===== config.mk =====
export PLATFORM = sky130hd
export DESIGN_NAME = btn_seq_player
export DESIGN_NICKNAME = d
export VERILOG_FILES = /design/src/rtl/btn_seq_player.sv
export SDC_FILE = /design/constraint.sdc
export NUM_CORES = 1
export LEC_CHECK = 0
export ABC_AREA = 1
export CAP_MARGIN = 20
export CORE_ASPECT_RATIO = 2
export CORE_MARGIN = 4
export CORE_UTILIZATION = 45
export CTS_CLUSTER_DIAMETER = 80
export CTS_CLUSTER_SIZE = 14
export DETAILED_ROUTE_END_ITERATION = 12
export PLACE_DENSITY = 0.62
export REMOVE_ABC_BUFFERS = 1
export SLEW_MARGIN = 30
export SYNTH_ARGS = -nofsm -noshare
export SYNTH_HDL_FRONTEND = slang
export SYNTH_SLANG_ARGS = --single-unit

===== constraint.sdc =====
create_clock -name clk -period 1.6 [get_ports clk]
set_input_delay 0.24 -clock clk [delete_from_list [all_inputs] [get_ports clk]]
set_output_delay 0.24 -clock clk [all_outputs]
set_load 0.02 [all_outputs]

===== src/rtl/btn_seq_player.sv =====
// Replays a stored list of button codes as press/release waveforms on five
// registered button lines, with a fixed hold time and release gap per entry.
module btn_seq_player #(
  parameter int DEPTH        = 16,
  parameter int PRESS_CYCLES = 4,
  parameter int GAP_CYCLES   = 4,
  parameter int CNT_W        = 16
) (
  input  logic                       clk,
  input  logic                       rst,
  input  logic                       start,
  input  logic                       abort,
  input  logic [$clog2(DEPTH):0]     seq_len,
  input  logic                       wr_en,
  input  logic [$clog2(DEPTH)-1:0]   wr_addr,
  input  logic [2:0]                 wr_code,
  output logic                       up_btn,
  output logic                       down_btn,
  output logic                       left_btn,
  output logic                       right_btn,
  output logic                       mid_btn,
  output logic                       busy,
  output logic                       done
);

  localparam int AW    = $clog2(DEPTH);
  localparam int LEN_W = AW + 1;

  typedef enum logic [1:0] {
    S_IDLE,
    S_PRESS,
    S_GAP,
    S_FIN
  } state_e;

  state_e             state_q, state_d;
  logic [AW-1:0]      idx_q, idx_d;
  logic [LEN_W-1:0]   len_q, len_d;
  logic [CNT_W-1:0]   cnt_q, cnt_d;
  logic [4:0]         btn_q, btn_d;
  logic               busy_q, busy_d;
  logic               done_q, done_d;
  logic [2:0]         mem_q [DEPTH];
  logic [2:0]         mem_d [DEPTH];
  logic [LEN_W-1:0]   len_clamped;
  logic [AW-1:0]      idx_next;

  // One-hot line vector: bit 0 up, 1 down, 2 left, 3 right, 4 mid.
  function automatic logic [4:0] decode_code(input logic [2:0] code);
    case (code)
      3'd1:    decode_code = 5'b00001;
      3'd2:    decode_code = 5'b00010;
      3'd3:    decode_code = 5'b00100;
      3'd4:    decode_code = 5'b01000;
      3'd5:    decode_code = 5'b10000;
      default: decode_code = 5'b00000;
    endcase
  endfunction

  function automatic logic [2:0] default_code(input int i);
    case (i)
      0:       default_code = 3'd1;
      1:       default_code = 3'd2;
      2:       default_code = 3'd3;
      3:       default_code = 3'd4;
      default: default_code = 3'd0;
    endcase
  endfunction

  assign len_clamped = (seq_len > LEN_W'(DEPTH)) ? LEN_W'(DEPTH) : seq_len;
  assign idx_next    = idx_q + 1'b1;

  // Writes are only accepted in IDLE and land before a same-cycle start reads entry 0.
  always_comb begin
    mem_d = mem_q;
    if (wr_en && state_q == S_IDLE) begin
      mem_d[wr_addr] = wr_code;
    end
  end

  always_comb begin
    state_d = state_q;
    idx_d   = idx_q;
    len_d   = len_q;
    cnt_d   = cnt_q;
    btn_d   = 5'b00000;
    busy_d  = 1'b0;
    done_d  = 1'b0;

    case (state_q)
      S_IDLE: begin
        if (start) begin
          len_d = len_clamped;
          idx_d = '0;
          if (len_clamped != '0) begin
            state_d = S_PRESS;
            cnt_d   = CNT_W'(PRESS_CYCLES - 1);
            btn_d   = decode_code(mem_d[0]);
            busy_d  = 1'b1;
          end else begin
            state_d = S_FIN;
            done_d  = 1'b1;
          end
        end
      end
      S_PRESS: begin
        busy_d = 1'b1;
        if (cnt_q == '0) begin
          state_d = S_GAP;
          cnt_d   = CNT_W'(GAP_CYCLES - 1);
        end else begin
          cnt_d = cnt_q - 1'b1;
          btn_d = btn_q;
        end
      end
      S_GAP: begin
        busy_d = 1'b1;
        if (cnt_q == '0) begin
          if ({1'b0, idx_q} == len_q - 1'b1) begin
            state_d = S_FIN;
            busy_d  = 1'b0;
            done_d  = 1'b1;
          end else begin
            state_d = S_PRESS;
            idx_d   = idx_next;
            cnt_d   = CNT_W'(PRESS_CYCLES - 1);
            btn_d   = decode_code(mem_q[idx_next]);
          end
        end else begin
          cnt_d = cnt_q - 1'b1;
        end
      end
      default: begin
        state_d = S_IDLE;
      end
    endcase

    // Abort outranks everything, including a same-cycle start.
    if (abort) begin
      state_d = S_IDLE;
      btn_d   = 5'b00000;
      busy_d  = 1'b0;
      done_d  = 1'b0;
    end
  end

  always_ff @(posedge clk) begin
    if (rst) begin
      state_q <= S_IDLE;
      idx_q   <= '0;
      len_q   <= '0;
      cnt_q   <= '0;
      btn_q   <= 5'b00000;
      busy_q  <= 1'b0;
      done_q  <= 1'b0;
      for (int i = 0; i < DEPTH; i++) begin
        mem_q[i] <= default_code(i);
      end
    end else begin
      state_q <= state_d;
      idx_q   <= idx_d;
      len_q   <= len_d;
      cnt_q   <= cnt_d;
      btn_q   <= btn_d;
      busy_q  <= busy_d;
      done_q  <= done_d;
      mem_q   <= mem_d;
    end
  end

  assign up_btn    = btn_q[0];
  assign down_btn  = btn_q[1];
  assign left_btn  = btn_q[2];
  assign right_btn = btn_q[3];
  assign mid_btn   = btn_q[4];
  assign busy      = busy_q;
  assign done      = done_q;

endmodule


==> impl_metrics.py, run 1 <==
metrics = {
    "global_routing": {
        "antenna_found_initial": 0,
        "track_usage_pct": 25.8,
        "gr-total-overflow": 0,
        "grt_pass1_vias": 5029,
        "grt_pass1_wl_mm": 23.1,
        "grt_max_degree": 27,
    },
    "sta": {
        "worstMarginPinSlew_ps": 367,
        "setup_ws_ps": -264,
        "slew_violations": 0,
        "report.final.hold_viol_count": 0,
        "period_needed_ps": 1860,
        "fin_hold_ws_ps": 450,
        "setup_tns_ps": -5100,
        "finalSetupViolCount": 29,
        "slew_headroom_pct": 75.5,
        "fin_crit_sh_pct": 117,
        "skew_ps": 7.74,
        "rsz0062_at_grt": "true",
        "max_freq_mhz": 536,
    },
    "cts": {
        "clk_latency_ps": 350,
        "cts_tree": "built",
        "clkSinkCount": 82,
        "ctsHoldBuffers": 0,
        "clk_path_buf_depth": 2,
        "clk_pin_slew_ps": 70,
        "cts_made_buffers": 9,
        "htree_levels": 3,
        "cts-root-buf": "clkbuf_16",
    },
    "route": {
        "drcViolationCount": 0,
        "first_iter_violations": 255,
        "dr.pass1.iters": 5,
        "drt_wl_total_mm": 14.9,
        "viasPerCell": 5.11,
        "num_vias": 4853,
        "ant_nets": 0,
        "wl_per_cell_microns": 15.6,
    },
    "setup_path": {
        "ff2ff_setup_slack_ps": -260,
        "startpoint_type": "flip-flop",
        "r2r_start": "cnt_q[1]",
        "critPathKind": "flip-flop to flip-flop",
        "cpPeakStageDelay_ps": 330,
        "crit_top_cell": "a21oi_2",
        "slowest_stage": "dfxtp_2",
        "end_kind": "flip-flop",
        "rr_endpoint": "idx_q[1]",
        "worstPathArrival_ps": 2090,
        "required_ps": 1820,
        "r2r_cells": 10,
        "path_cells": "inv_2 -> ha_4 -> nand2_4 -> nor2_4 -> nand4_1 -> a21oi_2 -> buf_4 -> nand3_4 -> nand2_2 -> a21oi_2",
        "cp_max_fo": 4,
    },
    "logic_synthesis": {
        "synth.avg_cell_area_sq_um": 6.40,
        "yosys_warnings": 0,
        "async_flop_share_pct": 0,
        "syn_inst": 692,
        "yosysSeqAreaShare_pct": 37.1,
        "yosys.cell_types.count": 33,
        "synth_top_area_share_pct": 37.1,
        "synth_edf_count": 0,
        "synth.area.top_cells": "dfxtp_1 (37%), nand2_1 (13%), inv_1 (8.9%)",
        "synth_ff_type": "dfxtp_1",
        "synth_seq_cells": 82,
        "synth_top_cell_by_area": "dfxtp_1",
        "synthesis.area_sq_um": 4430,
    },
    "placement": {
        "io_buffers": 23,
        "dp_slack_ps": -360,
        "hpwlAfterDp_mm": 10.5,
        "gp_congestion": 0.924,
    },
    "floorplanning": {
        "initial_core_util_pct": 45.7,
        "core_area_sq_um": 9700,
        "die_h_microns": 148,
        "die_w_microns": 78.1,
        "die_area_sq_um": 11600,
        "rows": 51,
        "io_pins": 24,
    },
    "power": {
        "total_power_mw": 6.01,
        "power_density_nw_per_um2": 904,
        "p_leak_nw": 2.94,
        "irDropWorstVdd_uv": 578,
    },
    "layout": {
        "areaGrowthSynthToFinish_pct": 50.2,
        "fill_cells": 819,
        "drive_gt1_share_pct": 32.8,
        "diodes": 0,
        "layout.nets": 837,
    },
    "run": {
        "maxCapViolCount": 0,
    },
    "status": {
        "violations": "setup timing",
        "outcome": "finished, violations left",
    },
    "worst_hold_path": {
        "whs_path_depth": 2,
        "hp-class": "flip-flop to flip-flop",
    },
}
==> cells in the mapped netlist (3+ instances only) <==
cell type  number
o21ai_0        51
o211ai_1        4
xor2_1          9
inv_2           4
nor2_1         97
xnor2_1         3
buf_4           5
a211oi_1        5
a21oi_1        57
nand4_1         4
dfxtp_1        82
nor3_1          8
nand2_1       159
buf_2           5
a21oi_2         4
clkbuf_1        9
ha_1            7
inv_1         105
nor2_2          4
nand3_1        53
==> cells by family (layout without fill, tap and decap cells) <==
logic type      after synthesis  in the layout  share of synthesized area, %
xor+xnor                     12             12                          2.37
simple gates                334            334                          31.3
fa+ha+maj                     7              7                          1.98
buf+inv                     133            259                          12.3
flops                        82             82                          37.1
compound gates              124            124                          15.0
==> worst max-delay path: cells and delay by family (launching register included) <==
| kind | cells | cell delay, ps |
|---|---|---|
| buffers and inverters | 2 | 250 |
| AO/OA/AOI/OAI | 2 | 360 |
| flip-flops | 1 | 330 |
| AND/OR/NAND/NOR | 5 | 620 |
| adder cells (fa/ha/maj) | 1 | 180 |
==> where the power goes <==
group          switching, mW  internal, mW  total [mW]
clock network          0.880          1.73        2.61
registers             0.0345          2.11        2.14
logic                  0.710         0.553        1.26
==> how the worst max path moves through the flow <==
stage	start	to	slack [ps]
after floorplan	idx_q[0]	btn_q[0]	-900
after global placement	seq_len[2]	cnt_q[12]	-310
after detailed placement	idx_q[0]	btn_q[1]	-360
after CTS	len_q[1]	cnt_q[11]	-190
after global routing	len_q[0]	cnt_q[9]	-350
final	cnt_q[1]	idx_q[1]	-260
==> through the flow <==
stage | utilization [%] | instance area (sq um) | cells
global route | 68.6 | 6650 | 950
CTS | 66.4 | 6440 | 946
global placement | 56.6 | 5490 | 922
detailed placement | 56.6 | 5490 | 922
finish | 68.6 | 6650 | 950
floorplan | - | 4300 | 669
==> what timing repair did <==
action / 4_1_cts / 5_1_grt
buffers inserted: 6 / 5
gates cloned: 2 / 0
resized for setup: 136 / 62
pin swaps: 39 / 24
endpoints found under the setup margin: 66 / 59
==> cell type report <==
type | count | area (sq um) | area share [%]
repair buffers | 133 | 1220 | 18.4
flip-flops and latches | 82 | 1650 | 24.9
inverters | 110 | 428 | 6.43
clock inverters | 6 | 136 | 2.05
clock buffers | 10 | 239 | 3.59
well taps | 132 | 165 | 2.48
multi-input cells | 477 | 2810 | 42.2
==> per-layer routing <==
metal  track usage (%)  vias up  wire length [microns]
met5                 0        -                      0
met3              3.70       70                    500
li1                  -     2421                      -
met1              22.1     2241                   4960
met4              19.1        0                   1020
met2              51.2      121                   8370
==> layout by cell type (no fill, tap or decap), types with 2 or more instances in the layout <==
cell type        count
nor2_4              14
xor2_1               7
buf_4               90
nand2_2             15
o211ai_1             4
a211oi_2             3
clkbuf_16            9
nor2_1              75
nand4_1              4
nor2_2              12
inv_2               17
bufinv_16            4
xnor2_1              2
xor2_2               2
a21oi_2             15
buf_12               6
a211oi_1             2
nand2_4             11
o21ai_2              8
ha_4                 4
inv_6                2
nand3_1             33
nand2_1            135
clkdlybuf4s50_1     23
ha_1                 3
dfxtp_2              7
a21oi_1             46
buf_6               12
nand3_4              2
nand3b_1             2
o21ai_0             33
dfxtp_1             74
inv_1               89
inv_4                2
nor3_4               2
nor3_1               6
nand3_2             18
o21ai_1             11
No activity file was read; power rests on OpenSTA's default activity.
==> inputs of run 2 (changes only) <==
--- a/config.mk
+++ b/config.mk
@@ -13,8 +13,10 @@
 export CTS_CLUSTER_DIAMETER = 80
 export CTS_CLUSTER_SIZE = 14
 export DETAILED_ROUTE_END_ITERATION = 12
-export PLACE_DENSITY = 0.62
+export GPL_TIMING_DRIVEN = 0
+export PLACE_DENSITY = 0.6
 export REMOVE_ABC_BUFFERS = 1
+export SETUP_SLACK_MARGIN = 0.05
 export SLEW_MARGIN = 30
 export SYNTH_ARGS = -nofsm -noshare
 export SYNTH_HDL_FRONTEND = slang
==> constraint.sdc (replaced) <==
create_clock -name clk -period 2.4 [get_ports clk]
set_input_delay 0.36 -clock clk [delete_from_list [all_inputs] [get_ports clk]]
set_output_delay 0.36 -clock clk [all_outputs]
set_load 0.02 [all_outputs]
==> run 2 against run 1 <==
Against the previous run:
- the run now ends clean
- global-route usage shrank 4.5 points
- hold slack gained 5.9 ps
- clock skew shrank 1.1 ps
- clock power shrank 46%
- largest cell class unchanged
- clock-buffer cell count grew 2
- final cell count shrank 11%
- total power shrank 45%
==> impl_metrics.py, run 2 (synthesized netlist as in run 1, its figures left out) <==
metrics = {
    "status": {
        "outcome": "finished, final reports clean",
    },
    "global_routing": {
        "antenna_found_initial": 0,
        "track_usage_pct": 21.3,
        "grt_pass1_vias": 4157,
        "grt_max_degree": 52,
        "gr-total-overflow": 0,
        "grt_pass1_wl_mm": 19.3,
    },
    "placement": {
        "gp_congestion": 0.876,
        "hpwlAfterDp_mm": 8.65,
        "post_dp_cell_area_sq_um": 4690,
        "dp_slack_ps": -650,
        "io_buffers": 23,
        "dp.cells": 824,
    },
    "cts": {
        "clkSinkCount": 82,
        "htree_levels": 3,
        "cts_tree": "built",
        "cts-root-buf": "clkbuf_16",
        "cts_made_buffers": 9,
        "clk_pin_slew_ps": 60,
        "clk_latency_ps": 340,
        "clk_path_buf_depth": 2,
    },
    "setup_path": {
        "ff2ff_setup_slack_ps": 170,
        "required_ps": 2630,
        "r2r_start": "state_q[0]",
        "r2r_cells": 10,
        "worstPathArrival_ps": 2470,
        "rr_endpoint": "cnt_q[11]",
        "startpoint_type": "flip-flop",
        "cp_max_fo": 21,
        "end_kind": "flip-flop",
        "critPathKind": "flip-flop to flip-flop",
    },
    "sta": {
        "report.final.hold_viol_count": 0,
        "setup_ws_ps": 165,
        "finalSetupViolCount": 0,
        "fin_hold_ws_ps": 456,
        "rsz0062_at_grt": "false",
        "period_needed_ps": 2230,
        "skew_ps": 6.63,
        "slew_violations": 0,
        "setup_tns_ps": 0,
        "fin_crit_sh_pct": 93.1,
        "max_freq_mhz": 447,
        "worstMarginPinSlew_ps": 949,
        "slew_headroom_pct": 36.5,
    },
    "layout": {
        "final_util_pct": 52.4,
        "most-common-layout-cells": "nand2_1 (159), inv_1 (104), nor2_1 (97), dfxtp_1 (81), a21oi_1 (57)",
        "areaGrowthSynthToFinish_pct": 14.9,
        "layout.nets": 733,
        "final_cells": 846,
        "multi_input_comb_area_sq_um": 2270,
        "drive_gt1_share_pct": 6.30,
        "mostFrequentLayoutCell": "nand2_1",
        "diodes": 0,
        "seq_area_sq_um": 1650,
        "fill_cells": 985,
        "fin_area_sq_um": 5090,
    },
    "worst_hold_path": {
        "hp-class": "flip-flop to flip-flop",
        "whs_path_depth": 2,
    },
    "floorplanning": {
        "die_area_sq_um": 11600,
        "io_pins": 24,
        "rows": 51,
        "die_w_microns": 78.1,
        "initial_core_util_pct": 45.7,
        "core_area_sq_um": 9700,
        "die_h_microns": 148,
    },
    "route": {
        "num_vias": 4272,
        "viasPerCell": 5.05,
        "ant_nets": 0,
        "dr.pass1.iters": 4,
        "first_iter_violations": 287,
        "wl_per_cell_microns": 14.0,
        "drt_wl_total_mm": 11.9,
        "drcViolationCount": 0,
    },
    "power": {
        "irDropWorstVdd_uv": 390,
        "power_density_nw_per_um2": 652,
        "total_power_mw": 3.32,
        "p_leak_nw": 2.19,
    },
    "run": {
        "maxCapViolCount": 0,
    },
}
-- run 2: timing repair --
item	in CTS	in global routing
setup endpoints to repair	7	5
pin swaps	0	1
resized for setup	4	3
hold buffers	0	0
setup buffers	1	5
endpoints found under the hold margin	0	0
-- run 2: final cells by class --
type	instances	share of cell area, %
Clock buffer	12	5.04
Clock inverter	4	0.984
Inverter	110	8.24
Multi-Input combinational cell	477	44.6
Sequential cell	82	32.3
Tap cell	132	3.25
Timing Repair Buffer	29	5.49
-- run 2: layer usage --
layer	vias to the layer above	global-route usage [%]	routed length [microns]
met3	27	2.97	349
met4	0	9.63	385
met5	-	0	0
li1	2210	-	-
met1	1962	19.9	4350
met2	73	43.6	6780
-- run 2: worst max-delay path by stage --
stage | endpoint | depth (start not counted) | startpoint
after CTS | btn_q[4] | 13 | idx_q[0]
after global routing | cnt_q[11] | 10 | state_q[0]
after global placement | btn_q[4] | 13 | idx_q[0]
after floorplan | btn_q[0] | 13 | idx_q[0]
final | cnt_q[11] | 10 | state_q[0]
after detailed placement | btn_q[4] | 13 | idx_q[0]
-- run 2: critical path, stage by stage (launching register included) --
cell and delay [ps]:
dfxtp_1 370, inv_1 90, ha_1 260, inv_1 90, nor2_1 60, nor3_1 450
nand2_4 250, o21ai_2 350, inv_1 100, nand2_1 70, nor2_1 40
-- run 2: power breakdown --
group          leakage, nW  switching (mW)  internal, mW
sequential           0.666          0.0289          1.40
combinational         1.38           0.311         0.153
clock                0.145           0.559         0.861
==> inputs of run 3 (changes only) <==
--- a/config.mk
+++ b/config.mk
@@ -6,8 +6,7 @@
 export NUM_CORES = 1
 export LEC_CHECK = 0
 export ABC_AREA = 1
-export CAP_MARGIN = 20
-export CORE_ASPECT_RATIO = 2
+export CAP_MARGIN = 10
 export CORE_MARGIN = 4
 export CORE_UTILIZATION = 45
 export CTS_CLUSTER_DIAMETER = 80
==> run 3 against run 2 <==
Against the previous run:
- largest cell class unchanged
- design area decreased by 1.7%
- hold slack gained 3.8 ps
- core utilization grew 0.65 points
- sequential share of layout area is 0.57 points higher
==> impl_metrics.py, run 3 (synthesized netlist as in run 1, its figures left out) <==
metrics = {
    "status": {
        "outcome": "finished, final reports clean",
    },
    "sta": {
        "period_needed_ps": 2170,
        "setup_ws_ps": 233,
        "slew_violations": 0,
        "slew_headroom_pct": 33.5,
        "skew_ps": 8.63,
        "fin_crit_sh_pct": 90.3,
        "report.final.hold_viol_count": 0,
        "setup_tns_ps": 0,
        "worstMarginPinSlew_ps": 994,
        "finalSetupViolCount": 0,
        "rsz0062_at_grt": "false",
        "max_freq_mhz": 461,
    },
    "setup_path": {
        "worstPathArrival_ps": 2410,
        "required_ps": 2640,
        "critPathKind": "primary input to flip-flop",
        "startpoint_type": "primary input",
        "cp_max_fo": 51,
        "end_kind": "flip-flop",
    },
    "global_routing": {
        "antenna_found_initial": 0,
        "track_usage_pct": 18.9,
        "grt_pass1_wl_mm": 17.5,
        "gr-total-overflow": 0,
        "grt_max_degree": 52,
        "grt_pass1_vias": 3679,
    },
    "run": {
        "maxCapViolCount": 0,
    },
    "floorplanning": {
        "die_h_microns": 107,
        "die_area_sq_um": 11500,
        "initial_core_util_pct": 47.0,
        "rows": 35,
        "io_pins": 24,
        "die_w_microns": 107,
        "core_area_sq_um": 9420,
    },
    "layout": {
        "fill_cells": 971,
        "drive_gt1_share_pct": 6.30,
        "areaGrowthSynthToFinish_pct": 12.9,
        "diodes": 0,
        "mostFrequentLayoutCell": "nand2_1",
        "layout.nets": 733,
        "most-common-layout-cells": "nand2_1 (159), inv_1 (104), nor2_1 (97), dfxtp_1 (81), a21oi_1 (57)",
    },
    "route": {
        "wl_per_cell_microns": 12.7,
        "drt_wl_total_mm": 10.7,
        "first_iter_violations": 243,
        "viasPerCell": 4.97,
        "drcViolationCount": 0,
        "dr.pass1.iters": 7,
        "num_vias": 4189,
        "ant_nets": 0,
    },
    "cts": {
        "clk_latency_ps": 350,
        "ctsHoldBuffers": 0,
        "cts_made_buffers": 9,
        "clk_path_buf_depth": 2,
        "htree_levels": 3,
        "cts-root-buf": "clkbuf_8",
        "clkSinkCount": 82,
        "cts_tree": "built",
        "clk_pin_slew_ps": 80,
    },
    "placement": {
        "dp_slack_ps": -641,
        "hpwlAfterDp_mm": 7.48,
        "io_buffers": 23,
        "gp_congestion": 0.803,
    },
    "power": {
        "p_leak_nw": 2.16,
        "clkPwrFrac_pct": 36.3,
        "p_int_mw": 2.12,
        "power_density_nw_per_um2": 591,
        "total_power_mw": 2.95,
        "switchingPower_mw": 0.834,
        "sw_frac_of_total_pct": 28.2,
        "p_comb_share_pct": 15.3,
        "irDropWorstVdd_uv": 324,
        "seq_power_share_pct": 48.4,
    },
    "worst_hold_path": {
        "hp-class": "flip-flop to flip-flop",
    },
}
-- run 3: cell types whose count changed in the layout (fill, tap and decap cells not counted), sizes merged --
cell	previous run	this run
buf	6	5
clkinv	1	3
clkinvlp	3	2
-- run 3: path summary, 6_finish.rpt --
kind                                 from        end  slack [ps]  cells past startpoint
worst min register to register  flip-flop  flip-flop         460                      2
worst max-delay path                  rst  cnt_q[11]         230                      6
worst max register to register   idx_q[0]   btn_q[0]         280                     10
worst min-delay path            flip-flop  flip-flop         460                      2
-- run 3: worst max-delay path, stage by stage --
cell and delay (ps):
clkdlybuf4s50_1 1130, inv_4 400, o21ai_2 280, inv_1 120
nand2_1 70, nor2_1 30
-- run 3: what timing repair did --
item | CTS | global route
gates cloned | 0 | 1
pin swaps | 0 | 1
buffers inserted | 1 | 4
endpoints found under the setup margin | 5 | 23
resized for setup | 3 | 5
-- run 3: cell type report --
class / count / area (sq um) / area share, %
Multi-Input combinational cell: 477 / 2260 / 45.3
Sequential cell: 82 / 1650 / 32.9
Inverter: 110 / 419 / 8.39
Timing Repair Buffer: 28 / 288 / 5.76
Clock buffer: 12 / 165 / 3.30
Tap cell: 129 / 161 / 3.23
Clock inverter: 4 / 48.8 / 0.976
Timing Repair inverter: 1 / 7.51 / 0.150
-- run 3: power groups by stage --
stage / Clock (mW) / Combinational, mW / Sequential [mW]
detailed placement: 0 / 0.445 / 1.46
floorplan: 0 / 0.311 / 1.46
CTS: 1.10 / 0.449 / 1.43
finish: 1.07 / 0.453 / 1.43
global placement: 0 / 0.438 / 1.46
global route: 1.15 / 0.519 / 1.44
-- run 3: per-layer routing --
metal | GRT usage [%] | up-vias | wire, microns | part of all wire (%)
li1 | - | 2205 | - | -
met1 | 27.6 | 1890 | 5420 | 51
met2 | 28.8 | 83 | 4580 | 43
met3 | 2.89 | 11 | 540 | 5.1
met4 | 5.11 | 0 | 127 | 1.2
met5 | 0 | - | 0 | 0
-- run 3: per-stage QoR --
stage	utilization, %	hold WS (ps)	cell area (sq um)	std cells
2_1_floorplan	-	422	4300	669
3_3_place_gp	49.8	440	4690	821
3_5_place_dp	49.8	445	4690	821
4_1_cts	52.4	459	4930	838
5_1_grt	53.1	474	5000	843
6_report	53.1	460	5000	843
